<file path="src/rtl/dcache_load_arbiter.sv">
// Shares one D-cache load port between the CPU load unit and the stride prefetcher.
// Optional build macro: DCACHE_ARB_PF_KILL_EN (CPU demand kills an in-flight prefetch).
package dcache_load_arbiter_pkg;
  typedef struct packed {
    logic [11:0] address_index;
    logic [19:0] address_tag;
    logic [31:0] data_wdata;
    logic        data_req;
    logic        data_we;
    logic [3:0]  data_be;
    logic [1:0]  data_size;
    logic        kill_req;
    logic        tag_valid;
  } dcache_req_i_t;

  typedef struct packed {
    logic        data_gnt;
    logic        data_rvalid;
    logic [31:0] data_rdata;
  } dcache_req_o_t;
endpackage

module dcache_load_arbiter
  import dcache_load_arbiter_pkg::*;
#(
  parameter int unsigned IdleThres = 4
) (
  input  logic          clk,
  input  logic          rst_ni,
  input  dcache_req_i_t cpu_req_i,
  output dcache_req_o_t cpu_rsp_o,
  input  dcache_req_i_t pf_req_i,
  output dcache_req_o_t pf_rsp_o,
  output dcache_req_i_t cache_req_o,
  input  dcache_req_o_t cache_rsp_i,
  output logic [31:0]   pf_grant_cnt_o,
  output logic [31:0]   pf_kill_cnt_o
);

  localparam logic [1:0] S_IDLE      = 2'd0;
  localparam logic [1:0] S_TAG       = 2'd1;
  localparam logic [1:0] S_WAIT_RVAL = 2'd2;

  logic [1:0]  r_state;
  logic        r_owner_pf;
  logic [7:0]  r_idle_cnt;
  logic [31:0] r_pf_grant_cnt;

  logic [1:0]  w_state_next;
  logic        w_owner_next;
  logic        w_busy;
  logic        w_open;
  logic        w_pf_eligible;
  logic        w_sel_cpu;
  logic        w_sel_pf;
  logic        w_grant;
  logic        w_kill_now;
  logic        w_pf_rdata_zero;
  logic        w_unused_pf_we;

  dcache_req_i_t w_owner_req;

  assign w_busy        = (r_state == S_TAG) || (r_state == S_WAIT_RVAL);
  assign w_open        = (r_state == S_IDLE) || cache_rsp_i.data_rvalid;
  assign w_pf_eligible = ({24'd0, r_idle_cnt} >= IdleThres);
  assign w_sel_cpu     = w_open && cpu_req_i.data_req;
  assign w_sel_pf      = w_open && !cpu_req_i.data_req && pf_req_i.data_req && w_pf_eligible;
  assign w_grant       = cache_rsp_i.data_gnt && (w_sel_cpu || w_sel_pf);
  assign w_owner_req   = r_owner_pf ? pf_req_i : cpu_req_i;
  // Prefetch writes are never legal on this port; its data_we is ignored.
  assign w_unused_pf_we = pf_req_i.data_we;

`ifdef DCACHE_ARB_PF_KILL_EN
  logic        r_killed;
  logic [31:0] r_pf_kill_cnt;

  assign w_kill_now      = w_busy && r_owner_pf && cpu_req_i.data_req;
  assign w_pf_rdata_zero = w_kill_now || r_killed;
  assign pf_kill_cnt_o   = r_pf_kill_cnt;

  // One count per killed transaction; the flag lives until that transaction's rvalid.
  always_ff @(posedge clk or negedge rst_ni) begin
    if (!rst_ni) begin
      r_killed      <= 1'b0;
      r_pf_kill_cnt <= '0;
    end else begin
      if (w_kill_now && !r_killed) r_pf_kill_cnt <= r_pf_kill_cnt + 32'd1;
      if (w_busy && cache_rsp_i.data_rvalid) r_killed <= 1'b0;
      else if (w_kill_now)                   r_killed <= 1'b1;
    end
  end
`else
  assign w_kill_now      = 1'b0;
  assign w_pf_rdata_zero = 1'b0;
  assign pf_kill_cnt_o   = '0;
`endif

  assign pf_grant_cnt_o = r_pf_grant_cnt;

  always_comb begin
    cache_req_o = '0;
    if (!rst_ni) begin
      // While held in reset only the CPU address/request path flows through.
      cache_req_o.data_req      = cpu_req_i.data_req;
      cache_req_o.address_index = cpu_req_i.address_index;
    end else begin
      if (w_sel_cpu) begin
        cache_req_o.address_index = cpu_req_i.address_index;
        cache_req_o.data_req      = 1'b1;
        cache_req_o.data_we       = cpu_req_i.data_we;
        cache_req_o.data_be       = cpu_req_i.data_be;
        cache_req_o.data_size     = cpu_req_i.data_size;
        cache_req_o.data_wdata    = cpu_req_i.data_wdata;
      end else if (w_sel_pf) begin
        cache_req_o.address_index = pf_req_i.address_index;
        cache_req_o.data_req      = 1'b1;
        cache_req_o.data_be       = pf_req_i.data_be;
        cache_req_o.data_size     = pf_req_i.data_size;
        cache_req_o.data_wdata    = pf_req_i.data_wdata;
      end
      if (w_busy) begin
        cache_req_o.address_tag = w_owner_req.address_tag;
        cache_req_o.tag_valid   = w_owner_req.tag_valid;
        cache_req_o.kill_req    = w_owner_req.kill_req | w_kill_now;
      end
    end
  end

  always_comb begin
    cpu_rsp_o = '0;
    pf_rsp_o  = '0;
    if (rst_ni) begin
      cpu_rsp_o.data_gnt = cache_rsp_i.data_gnt && w_sel_cpu;
      pf_rsp_o.data_gnt  = cache_rsp_i.data_gnt && w_sel_pf;
      if (w_busy && !r_owner_pf) begin
        cpu_rsp_o.data_rvalid = cache_rsp_i.data_rvalid;
        cpu_rsp_o.data_rdata  = cache_rsp_i.data_rdata;
      end
      if (w_busy && r_owner_pf) begin
        pf_rsp_o.data_rvalid = cache_rsp_i.data_rvalid;
        pf_rsp_o.data_rdata  = w_pf_rdata_zero ? 32'd0 : cache_rsp_i.data_rdata;
      end
    end
  end

  always_comb begin
    w_state_next = r_state;
    w_owner_next = r_owner_pf;
    case (r_state)
      S_IDLE: begin
        if (w_grant) begin
          w_state_next = S_TAG;
          w_owner_next = w_sel_pf;
        end
      end
      S_TAG, S_WAIT_RVAL: begin
        if (cache_rsp_i.data_rvalid) begin
          if (w_grant) begin
            w_state_next = S_TAG;
            w_owner_next = w_sel_pf;
          end else begin
            w_state_next = S_IDLE;
          end
        end else begin
          w_state_next = S_WAIT_RVAL;
        end
      end
      default: w_state_next = S_IDLE;
    endcase
  end

  always_ff @(posedge clk or negedge rst_ni) begin
    if (!rst_ni) begin
      r_state        <= S_IDLE;
      r_owner_pf     <= 1'b0;
      r_idle_cnt     <= '0;
      r_pf_grant_cnt <= '0;
    end else begin
      r_state    <= w_state_next;
      r_owner_pf <= w_owner_next;
      if (cpu_req_i.data_req || (w_busy && !r_owner_pf)) r_idle_cnt <= '0;
      else if (r_idle_cnt != 8'hFF)                       r_idle_cnt <= r_idle_cnt + 8'd1;
      if (cache_rsp_i.data_gnt && w_sel_pf) r_pf_grant_cnt <= r_pf_grant_cnt + 32'd1;
    end
  end

endmodule

</file>
<file path="config.mk">
export PLATFORM = sky130hd
export DESIGN_NAME = dcache_load_arbiter
export DESIGN_NICKNAME = d
export VERILOG_FILES = /design/src/rtl/dcache_load_arbiter.sv
export SDC_FILE = /design/constraint.sdc
export NUM_CORES = 1
export LEC_CHECK = 0
export ABC_AREA = 1
export CORE_AREA = 2 2 151 153
export DETAILED_ROUTE_END_ITERATION = 10
export DIE_AREA = 0 0 153 155
export PLACE_DENSITY = 0.54
export SYNTH_ARGS = -nofsm -noshare
export SYNTH_HDL_FRONTEND = slang
export SYNTH_SLANG_ARGS = --single-unit
</file>
<file path="constraint.sdc">
create_clock -name clk -period 2.6 [get_ports clk]
set_input_delay 0.52 -clock clk [delete_from_list [all_inputs] [get_ports clk]]
set_output_delay 0.52 -clock clk [all_outputs]
set_load 0.03 [all_outputs]
</file>
==> results <==
[final timing paths]
check	endpoint	cells past startpoint
max	cache_req_o[11]	9
min	pf_grant_cnt_o[12]	2
max reg2reg	pf_grant_cnt_o[6]	10
min reg2reg	pf_grant_cnt_o[4]	1
max in group asynchronous	r_idle_cnt[3]	2
min in group clk	pf_grant_cnt_o[4]	1
[area by class of cell]
| cell class | count | area (sq um) | share of cell area, % |
|---|---|---|---|
| multi-input cells | 648 | 2943 | 33.15 |
| clock buffers | 6 | 128.9 | 1.452 |
| repair buffers | 392 | 4018 | 45.25 |
| well taps | 285 | 356.6 | 4.016 |
| inverters | 78 | 304.0 | 3.424 |
| clock inverters | 1 | 30.03 | 0.3382 |
| diodes | 9 | 22.52 | 0.2537 |
| flip-flops and latches | 43 | 1076 | 12.12 |
[critical path, cell delays in order, from the launching register on]
cell and delay [ns]:
dfrtp_1 0.38, inv_1 0.08, ha_2 0.22, nor2_4 0.06
nor2_4 0.19, buf_12 0.20, buf_4 0.15, nand2_1 0.04
a21oi_1 0.16, buf_4 0.18
[logic make-up after synthesis]
logic type	Yosys count	share of synthesized area (%)
and+or+nand+nor	499	45.87
buffers and inverters	150	15.79
AOI/OAI and AO/OA	100	11.06
DFF	43	23.54
xor gates and xnor gates	12	2.299
adders and majority gates	5	1.368
other	1	0.08202
[Yosys cell counts]
library cell	count	area, sq um
conb_1	1	3.750
inv_2	6	22.52
dfrtp_1	43	1076
nor2_2	8	50.05
nor2_4	3	33.78
o21ai_0	22	110.1
nand2_2	1	6.260
ha_1	5	62.56
nand3_1	25	125.1
xor2_1	11	96.34
nor3_1	68	340.3
nand2_1	316	1186
nor2_1	65	244.0
nand3_4	1	17.52
a21oi_1	62	310.3
o21ai_1	14	70.07
buf_2	12	60.06
a22oi_1	1	7.510
buf_1	1	3.750
o21bai_1	1	7.510
nand3_2	1	10.01
clkbuf_1	24	90.09
nor3_4	1	16.27
inv_1	71	266.5
nand3b_1	4	30.03
nand4_1	5	31.28
clkinv_2	1	5.000
buf_4	32	240.2
or2_2	1	6.260
buf_6	3	33.78
xnor2_1	1	8.760
[layout by cell type (no fill, tap or decap), types with 2 or more instances in the layout]
master           synthesis  routed
a21oi_1                 62      52
a21oi_2                  0      10
buf_12                   0      37
buf_4                   32     132
buf_6                    3       6
clkbuf_16                0       7
clkdlybuf4s50_1          0     210
conb_1                   1      32
dfrtp_1                 43      43
diode_2                  0       9
dlymetal6s2s_1           0       2
ha_1                     5       4
inv_1                   71      70
inv_2                    6       5
nand2_1                316     315
nand3_1                 25      25
nand3b_1                 4       4
nand4_1                  5       5
nor2_1                  65      65
nor2_2                   8       7
nor2_4                   3       4
nor3_1                  68      68
o21ai_0                 22      21
o21ai_1                 14      15
xor2_1                  11      11
[what timing repair did]
action,CTS,global route
setup buffers,0,1
cloned,1,2
resized for setup,3,27
endpoints found under the hold margin,0,0
pin swaps,1,3
setup endpoints to repair,22,69
[routing by layer]
metal	GRT usage (%)	vias to the layer above	wire length, microns	part of all wire, %
met2	37.65	228	13880	55
met4	8.995	0	824	3.3
met1	21.48	2833	9426	37
li1	-	3214	-	-
met3	3.231	36	1210	4.8
met5	0	-	0	0
[state kept, by name (all words and copies together) (netlist names)]
signal	cells
pf_grant_cnt_o	32
r_idle_cnt	8
r_owner_pf	1
r_state	2
[report_power, final]
part | switching [mW] | leakage (nW) | internal [mW] | total (mW)
Combinational | 1.66 | 3.35 | 1.07 | 2.73
Sequential | 0.0634 | 0.579 | 0.720 | 0.784
Clock | 0.267 | 0.0770 | 0.449 | 0.716
==> metrics.csv <==
metric,value,unit
io_buffers,356,
powerDensity,476.7,nW/um^2
num_rows,55,
fin_area,8879,sq um
crit_fanout,23,
layout-drive-gt1-share,18.92,%
irDropWorstVdd,0.5809,mV
fin_crit_sh,95.96,%
grt_pass1_vias,6137,
ant_nets,0,
fmax,400.8,MHz
hpwl,20750,microns
dieArea,23720,sq um
utilization,39.94,%
drtIter0Drc,324,
firstDrtPassIters,5,
wl_per_cell,17.33,microns
cap_viol_max_count,0,
finClkSkew,0.006213,ns
io_pins,390,
n_fill_cell,2379,
initial_core_util,20.57,%
finalHoldViolCount,0,
syn_area_per_cell,5.644,sq um
cp_data_required_time,2.08,ns
syn_inst,810,
syn2layout_area_growth,94.20,%
place_ws,-0.07296,ns
clock_tree.buffer_depth,2,
drc_errors,0,
grt_max_degree,47,
ys_types,31,
setup_violations,0,
final_max_slew_viol_count,0,
clock_sinks,43,
fin_crit,2.495,ns
cts-root-buf,clkbuf_16,
die_h,155,microns
h-tree-depth,2,
crit_start,r_state[0],
dpl.cell_count,1442,
synth_area,4572,sq um
cp.arrival,1.98,ns
tightest_slew,0.5781,ns
grt_antenna_before_repair,9,
clock_latency,0.29,ns
place_area,8513,sq um
path_clk_slew,0.06,ns
design.core.area,22230,sq um
avgViaCountPerCell,4.317,
layout.cells.non_filler,1462,
hold_slack,0.4459,ns
vias,6311,
r2r-start,r_state[0],
power.leakage,4.001,nW
ys_seq_area_share,23.54,%
min_path_type,in2async,
wl,25340,microns
die_x,153,microns
outcome,"complete, no violations",
hold_buffers,0,
r2r_slack,0.65,ns
gp_congestion,0.8607,
grt_pass1_wl,36050,microns
grt.overflow.total,0,
fin_setup_tns,0,ns
synth_warnings,0,
startpoint_type,flop,
end_kind,output port,
power,4.232,mW
yosys_register_bits,43,
cts_buffers,5,
cts_tree,done,
max_slew_margin,61.16,%
fin_ws,0.1050,ns
worstSetupPathType,reg2out,
nets,1357,
rsz0062_at_grt,false,
track_usage,19.79,%
Power figures use the tool's default switching activity.
